--- config.mk ---
export PLATFORM = sky130hd
export DESIGN_NAME = bno055_burst_poller
export DESIGN_NICKNAME = d
export VERILOG_FILES = /design/src/rtl/bno055_burst_poller.sv
export SDC_FILE = /design/constraint.sdc
export NUM_CORES = 1
export LEC_CHECK = 0
export BUFFER_PORTS_ARGS = -buffer_cell sky130_fd_sc_hd__buf_2
export CAP_MARGIN = 20
export CORE_AREA = 2 2 97 99
export CTS_CLUSTER_SIZE = 25
export DETAILED_ROUTE_END_ITERATION = 8
export DIE_AREA = 0 0 99 101
export PLACE_DENSITY_LB_ADDON = 0.25
export SYNTH_ARGS = -nofsm -noshare
export SYNTH_HDL_FRONTEND = slang
export SYNTH_SLANG_ARGS = --single-unit
--- constraint.sdc ---
create_clock -name i_clk -period 2.85 [get_ports i_clk]
set_input_delay 0.1425 -clock i_clk [delete_from_list [all_inputs] [get_ports i_clk]]
set_output_delay 0.1425 -clock i_clk [all_outputs]
set_load 0.02 [all_outputs]
--- src/rtl/bno055_burst_poller.sv ---
// Burst reader for consecutive BNO055 registers over a single-byte read engine.
// Frames are assembled in a shadow bank and copied to the committed bank in one cycle.
module bno055_burst_poller #(
  parameter int unsigned NUM_REGS    = 4,
  parameter logic [7:0]  BASE_ADDR   = 8'h00,
  parameter int unsigned SEL_W       = 2,
  parameter int unsigned POLL_DIV    = 2_500_000,
  parameter int unsigned TIMEOUT_CYC = 250_000
) (
  input  logic             i_clk,
  input  logic             i_rst,
  input  logic             i_start,
  input  logic             i_auto,
  input  logic [SEL_W-1:0] i_sel,
  output logic             o_rd_start,
  output logic [7:0]       o_rd_addr,
  input  logic             i_rd_done,
  input  logic [7:0]       i_rd_data,
  output logic [7:0]       o_sel_data,
  output logic             o_frame_valid,
  output logic [7:0]       o_frame_cnt,
  output logic             o_busy,
  output logic             o_err
);

  localparam int unsigned NUM_SLOTS = 1 << SEL_W;
  localparam int unsigned POLL_W    = (POLL_DIV > 1) ? $clog2(POLL_DIV) : 1;
  localparam int unsigned TMR_W     = (TIMEOUT_CYC > 1) ? $clog2(TIMEOUT_CYC) : 1;

  localparam logic [SEL_W-1:0]  LAST_IDX  = SEL_W'(NUM_REGS - 1);
  localparam logic [POLL_W-1:0] POLL_LAST = POLL_W'(POLL_DIV - 1);
  localparam logic [TMR_W-1:0]  TMR_LAST  = TMR_W'(TIMEOUT_CYC - 1);

  typedef enum logic [1:0] {
    S_IDLE   = 2'd0,
    S_ISSUE  = 2'd1,
    S_WAIT   = 2'd2,
    S_COMMIT = 2'd3
  } state_t;

  state_t            state;
  state_t            state_nxt;
  logic [SEL_W-1:0]  idx;
  logic [SEL_W-1:0]  idx_nxt;
  logic [TMR_W-1:0]  timer;
  logic [POLL_W-1:0] poll_cnt;
  logic              pending;

  // Slots are sized to the full i_sel range; slots at or above NUM_REGS stay zero.
  logic [7:0] shadow    [NUM_SLOTS];
  logic [7:0] committed [NUM_SLOTS];

  logic tick_c;
  logic trigger_c;
  logic last_c;
  logic timeout_c;

  logic rd_start_nxt;
  logic frame_valid_nxt;
  logic busy_nxt;
  logic capture_c;
  logic commit_c;
  logic set_err_c;

  assign tick_c    = i_auto && (poll_cnt == POLL_LAST);
  assign trigger_c = i_start | tick_c | pending;
  assign last_c    = (idx == LAST_IDX);
  assign timeout_c = (timer == TMR_LAST);

  // State register
  always_ff @(posedge i_clk) begin
    if (i_rst) begin
      state <= S_IDLE;
    end else begin
      state <= state_nxt;
    end
  end

  // Next-state and byte index; a done in the timeout cycle takes priority
  always_comb begin
    state_nxt = state;
    idx_nxt   = idx;
    case (state)
      S_IDLE: begin
        if (trigger_c) begin
          state_nxt = S_ISSUE;
          idx_nxt   = '0;
        end
      end
      S_ISSUE: begin
        state_nxt = S_WAIT;
      end
      S_WAIT: begin
        if (i_rd_done) begin
          if (last_c) begin
            state_nxt = S_COMMIT;
          end else begin
            state_nxt = S_ISSUE;
            idx_nxt   = idx + SEL_W'(1);
          end
        end else if (timeout_c) begin
          state_nxt = S_IDLE;
        end
      end
      S_COMMIT: begin
        state_nxt = S_IDLE;
      end
      default: begin
        state_nxt = S_IDLE;
      end
    endcase
  end

  // Output decode: strobes are computed from the next state so the registers line up with it
  always_comb begin
    rd_start_nxt    = 1'b0;
    frame_valid_nxt = 1'b0;
    busy_nxt        = 1'b0;
    capture_c       = 1'b0;
    commit_c        = 1'b0;
    set_err_c       = 1'b0;
    rd_start_nxt    = (state_nxt == S_ISSUE);
    frame_valid_nxt = (state_nxt == S_COMMIT);
    busy_nxt        = (state_nxt != S_IDLE);
    capture_c       = (state == S_WAIT) && i_rd_done;
    commit_c        = (state == S_COMMIT);
    set_err_c       = (state == S_WAIT) && !i_rd_done && timeout_c;
  end

  // Registered outputs, index, timer and the two byte banks
  always_ff @(posedge i_clk) begin
    if (i_rst) begin
      o_rd_start    <= 1'b0;
      o_rd_addr     <= BASE_ADDR;
      o_frame_valid <= 1'b0;
      o_frame_cnt   <= 8'h00;
      o_busy        <= 1'b0;
      o_err         <= 1'b0;
      idx           <= '0;
      timer         <= '0;
      for (int unsigned k = 0; k < NUM_SLOTS; k++) begin
        shadow[k]    <= 8'h00;
        committed[k] <= 8'h00;
      end
    end else begin
      o_rd_start    <= rd_start_nxt;
      o_frame_valid <= frame_valid_nxt;
      o_busy        <= busy_nxt;
      idx           <= idx_nxt;
      if (rd_start_nxt) begin
        o_rd_addr <= BASE_ADDR + 8'(idx_nxt);
      end
      if (state == S_ISSUE) begin
        timer <= '0;
      end else if (state == S_WAIT) begin
        timer <= timer + TMR_W'(1);
      end
      if (capture_c) begin
        shadow[idx] <= i_rd_data;
      end
      if (set_err_c) begin
        o_err <= 1'b1;
      end
      if (commit_c) begin
        for (int unsigned k = 0; k < NUM_REGS; k++) begin
          committed[k] <= shadow[k];
        end
        o_frame_cnt <= o_frame_cnt + 8'd1;
        o_err       <= 1'b0;
      end
    end
  end

  // Poll divider and coalesced request raised while a frame is in flight
  always_ff @(posedge i_clk) begin
    if (i_rst) begin
      poll_cnt <= '0;
      pending  <= 1'b0;
    end else begin
      if (!i_auto) begin
        poll_cnt <= '0;
      end else if (poll_cnt == POLL_LAST) begin
        poll_cnt <= '0;
      end else begin
        poll_cnt <= poll_cnt + POLL_W'(1);
      end
      if (state == S_IDLE) begin
        pending <= 1'b0;
      end else if (tick_c) begin
        pending <= 1'b1;
      end
    end
  end

  assign o_sel_data = (32'(i_sel) < NUM_REGS) ? committed[i_sel] : 8'h00;

endmodule

# [Word-level counts from Yosys, hierarchy flattened]
# Memories as Yosys holds them, arrays and structs flattened.
# Index checks and enable logic that the tools add are counted.
[totals] ff_bits=59 mem_bits_rw=64 output_inout_bits=28 mem_count=2
[mem_list] name="committed" depth=4 width=8 rd=1 rd_ports_with_merged_regs=0 write_ports=4 line_no="51" text="logic [7:0] committed [NUM_SLOTS];"
[mem_list] name="shadow" depth=4 width=8 rd=4 rd_ports_with_merged_regs=0 write_ports=4 line_no="50" text="logic [7:0] shadow [NUM_SLOTS];"
[op_classes] n_addsub=4 eq_ne=8 muxes=24 bitwise=7 reduce_logical=12
[op_table] op="$mux W8" n=5
[op_table] op="$add A22 B1 Y22 const B" n=1
[op_table] op="$eq A22 B22 Y1 const B" n=1
[op_table] op="$add A18 B1 Y18 const B" n=1
[op_table] op="$eq A18 B18 Y1 const B" n=1
[op_table] op="$mux W2" n=8
[op_table] op="$mux W1" n=9
[op_table] op="$add A8 B1 Y8 const B" n=1
[op_table] op="$eq A2 B2 Y1 const B" n=4
[op_table] op="$pmux W2 S4" n=1
[op_table] op="$reduce_or A8 Y1" n=1
[op_table] op="$or A1 B1 Y1" n=6
[op_table] op="$reduce_or A2 Y1" n=3
[op_table] op="$eq A2 B1 Y1 const B" n=2
[op_table] op="$logic_and A1 B1 Y1" n=4
[op_table] op="$pmux W2 S2" n=1
[op_table] op="$reduce_or A3 Y1" n=1
[op_table] op="$add A2 B1 Y2 const B" n=1
[op_table] op="$logic_not A2 Y1" n=1
[op_table] op="$reduce_bool A2 Y1" n=1
[op_table] op="$logic_not A1 Y1" n=1
[op_table] op="$not A1 Y1" n=1

# [Longest topological paths before layout]
[depth] word_depth=7 depth_mapped=7 depth_no_buf=7

# [Least setup slack after synthesis]
# OpenSTA, ideal clock, no wires.
[synth_timing] kind="register to register" startpoint="register poll_cnt[0]" endpoint="register o_rd_addr[1]" setup_ns=0.123 arrival_time_ns=1.963 slack_ns=0.764 path_stages_with_launch=8 path_buffers=0 period_less_slack_ns=2.086 path_cell_list="dfxtp_1 -> ha_1 -> nand4_4 -> nor4_4 -> nand3_2 -> a221o_1 -> nor2b_4 -> mux2_1"
[synth_via] elab_chain_cells=7
[synth_rtl] item="from (decl)" line_no="46" text="logic [POLL_W-1:0] poll_cnt;"
[synth_rtl] item="from (signal assigned)" line_no="185" text="poll_cnt <= poll_cnt + POLL_W'(1);"
[synth_rtl] item="$eq A22 B22 Y1 *" line_no="65" text="assign tick_c = i_auto && (poll_cnt == POLL_LAST);"
[synth_rtl] item="$logic_and A1 B1 Y1 *" line_no="65"
[synth_rtl] item="$or A1 B1 Y1 * (2 in a row)" line_no="66" text="assign trigger_c = i_start | tick_c | pending;"
[synth_rtl] item="$mux W2" line_no="85" text="if (trigger_c) begin"
[synth_rtl] item="$pmux W2 S4" line_no="83" text="case (state)"
[synth_rtl] item="$eq A2 B1 Y1" line_no="122" text="rd_start_nxt = (state_nxt == S_ISSUE);"
[synth_rtl] item="to (signal assigned)" line_no="151" text="o_rd_addr <= BASE_ADDR + 8'(idx_nxt);"
[synth_rtl] item="to (decl)" line_no="16" text="output logic [7:0] o_rd_addr,"
# Mark *: on every way between the ends. The rest lies on a longest branch, timed or not.
# A chain may end at the register's enable or synchronous reset.

# [Worst setup path in the final report]
[layout_timing] startpoint="register poll_cnt[0]" endpoint="register idx[0]"
[layout_via] elab_chain_cells=6
[layout_rtl] item="$eq A22 B22 Y1" line_no="65"
[layout_rtl] item="$logic_and A1 B1 Y1" line_no="65"
[layout_rtl] item="$or A1 B1 Y1 (2 in a row)" line_no="66"
[layout_rtl] item="$mux W2" line_no="85"
[layout_rtl] item="$pmux W2 S2" line_no="83"
[layout_rtl] item="to (signal assigned)" line_no="149" text="idx <= idx_nxt;"
[layout_rtl] item="to (decl)" line_no="43" text="logic [SEL_W-1:0] idx;"
# No other way between the ends.

==> qor.txt <==
======================================================================================
Pwr Total                                                                    0.00425 W
Setup TNS Final                                                                   0 ps
DR pass1 iterations                                                                  4
Most instantiated cells after synthesis                                   nor2_1 (83), edfxtp_1 (64), dfxtp_1 (59), nand2_1 (39), and3_1 (38)
Average cell area after synthesis                                           11.1 sq um
Clock transition at path regs                                                    60 ps
# fillers                                                                          678
Grt ovf                                                                              0
Synthesized instance count                                                         465
Wire length per cell                                                           14.9 um
Initial antenna violation count                                                      0
Synth warnings                                                                       0
Fraction of synthesized cell area taken by the top area cell type                37.2%
Number of synthesized flops with an enable pin                                      64
Area of the mapped netlist                                                  5170 sq um
Setup crit end kind                                                          flip-flop
Area of the placeable core                                                  8980 sq um
Status                                                                    finished, final reports clean
CTS tree                                                                          done
Share of the yosys chip area belonging to registers                              60.0%
Top cells by area in the synthesized netlist                              edfxtp_1 (37%), dfxtp_1 (23%), nor2_1 (6.0%)
Number of stages on the worst setup path                                             8
Total routing usage reported by global routing                                   21.1%
Static leakage power                                                           2.55 nW
Primary FF master, synth                                                      edfxtp_1
Number of DRC violations after detailed-routing iteration 0                        183
Diodes inserted                                                                      0
Hold Fails Final Rpt                                                                 0
Number of buffers created by CTS                                                    17
# placed instances                                                                 599
Count of final max-slew check failures                                               0
Final antenna-violating net count                                                    0
Cell count of the worst reg-to-reg path                                              8
Final worst-path cycle share                                                     82.3%
Final critical path time including I/O delays and setup                        2340 ps
Crit path DAT                                                                  2740 ps
Async set-or-reset flop fraction in the synthesized netlist                         0%
Width of the die                                                                 99 um
Top achievable clock speed                                                     426 MHz
Number of distinct standard cells referenced by the synthesized netlist             48
Layout Cells excl Fill                                                             643
FF-to-FF Start                                                            poll_cnt[0]$_SDFF_PP0_
Number of top-level design ports                                                    43
Unrepaired setup endpoints after global routing                                  false
Hold crit path type                                                          in -> reg
Slew margin rel.                                                                 44.5%
Top-count cell post-synth                                                       nor2_1
Total power divided by cell area                                           691 nW/um^2
Cells on Worst Hold Path                                                             4
Final number of setup-violating endpoints                                            0
Library cell occupying the most area in the post-synthesis netlist            edfxtp_1
Critical path's largest stage delay                                             550 ps
Resized Gates After CTS                                                              0
Critical path cell sequence                                               ha_1, nand4_4, nor4_4, nand3_2, a21o_1, a32oi_1, nor2_1, dlygate4sd3_1
Standard cell with the maximum stage delay on the critical path           dlygate4sd3_1
Total number of H-tree levels                                                        4
Via/cell ratio                                                                    5.26
Number of global-route vias before repair                                         3426
Weighted congestion at the end of routability-driven global placement            0.814
Synth-to-layout area growth                                                      19.0%
Number of remaining DRC errors                                                       0
Number of register bits inferred by synthesis                                      123
Buf/Inv on CP                                                                        1
Area of all sequential standard cells                                       3100 sq um
Chip Height                                                                     101 um
Global-route wire length before repair                                         16.3 mm
Required time of the worst setup path                                          3250 ps
Number of buffers between clock root and the deepest sink                            2
Area enclosed by the die boundary                                          10000 sq um
Launching element type of the critical path                                  flip-flop
Area of the multi-input gates                                               1900 sq um
Total via count after detailed routing                                            3383
Starting density of the core                                                     57.6%
Port Buffers                                                                        36
DRT Wirelength                                                                 9.56 mm
Cell family contributing the most delay on the critical path              simple AND/OR/NAND/NOR gates
Worst setup endpoint                                                      idx[0]$_SDFF_PP0_
Fraction of layout instances using a drive strength above 1                      17.5%
Number of maximum-capacitance constraint violations                                  0
Worst IR drop on VDD                                                          0.487 mV
Dpl hpwl                                                                       6.27 mm
Measured slew at the worst slew-check pin                                       830 ps
Clock skew after layout                                                        15.0 ps
Clock root buffer                                                             clkbuf_8
# nets final                                                                       537
Type of the worst setup path                                                reg -> reg
Clock Sink Count                                                                   123
Clock latency reported for the late side of the worst-skew pair                 520 ps
Worst reg2reg path endpoint                                               idx[0]$_SDFF_PP0_
Worst setup startpoint                                                    poll_cnt[0]$_SDFF_PP0_
Internal reg-to-reg setup slack                                                 510 ps
Critical path fanouts, max                                                           4
Cell Rows                                                                           35
Largest net degree at the start of global routing                                   37
======================================================================================
[power breakdown]
part           switching (W)  leakage [nW]  internal [W]
sequential         0.0000201          1.14       0.00191
combinational       0.000125          1.12     0.0000754
clock               0.000785         0.289       0.00133
total               0.000930          2.55       0.00332
[worst min path at each step]
stage | from | to
finish | i_auto | pending$_SDFFE_PP0P_
CTS | i_auto | pending$_SDFFE_PP0P_
detailed placement | poll_cnt[0]$_SDFF_PP0_ | poll_cnt[0]$_SDFF_PP0_
global placement | poll_cnt[0]$_SDFF_PP0_ | poll_cnt[0]$_SDFF_PP0_
global route | i_auto | pending$_SDFFE_PP0P_
floorplan | i_rd_done | idx[0]$_SDFF_PP0_
[through the flow]
step / area [sq um] / utilization, % / worst slack [ps] / hold WS, ps
after floorplan: 5190 / - / 764 / 315
after global placement: 5440 / 60.6 / 700 / 441
after detailed placement: 5440 / 60.6 / 618 / 463
final: 6150 / 68.5 / 505 / 132
after global routing: 6150 / 68.5 / 266 / 167
after CTS: 6150 / 68.5 / 492 / 113
[placed cells by master, fill, tap and decap left out, types with 3 or more instances in the layout]
master / n
dlygate4sd3_1: 12
ha_1: 3
conb_1: 6
o21ai_0: 8
xnor2_1: 14
nand2b_1: 4
bufinv_16: 3
buf_2: 36
and3_1: 38
inv_1: 18
nor3_1: 4
nand2_1: 39
buf_4: 7
mux4_2: 8
nand3_1: 13
or3_1: 5
clkinv_4: 4
xor2_1: 25
nor2_1: 83
a21oi_1: 9
nor2b_1: 5
clkbuf_16: 16
nand4_1: 8
dfxtp_1: 59
edfxtp_1: 64
clkinv_2: 4
[routing by layer]
metal | GRT usage [%] | vias to the layer above | routed length [um]
li1 | - | 1716 | -
met1 | 25.7 | 1603 | 4300
met2 | 35.4 | 55 | 4850
met3 | 5.83 | 9 | 311
met4 | 9.06 | 0 | 106
met5 | 0 | - | 0
[registers in the layout (all words and copies together) (netlist names)]
name           count
o_frame_cnt        8
shadow            32
poll_cnt          22
state              2
o_err              1
committed         32
timer             18
o_rd_addr          2
o_busy             1
o_frame_valid      1
idx                2
pending            1
o_rd_start         1
[cell type report]
class                   count  area share, %
flip-flops and latches    123           50.4
inverters                  18           1.10
clock buffers              18           6.79
well taps                 111           2.26
repair buffers             55           5.74
multi-input cells         304           30.9
clock inverters            14           2.77
[logic make-up (layout without fill, tap and decap cells)]
kind of cell    after synthesis  after routing  share of synthesized area, %
other cells                   1              6                        0.0725
fa+ha+maj                     3              3                         0.726
flops                       123            123                          60.0
mux                           9              9                          3.70
xor+xnor                     39             39                          6.61
compound gates               27             27                          3.27
simple gates                220            220                          22.0
buf+inv                      43            105                          3.58
[worst reg2reg max path: cells and delay by family (launching register included)]
family          cells  cell delay [ps]
compound gates      2              360
fa+ha+maj           1              260
buf+inv             1              550
flops               1              370
simple gates        4              670
[repair_timing]
item                      CTS  global route
setup buffers               0             0
hold endpoints to repair   22             0
hold buffers               12             0
(Power assumes the default switching activity.)
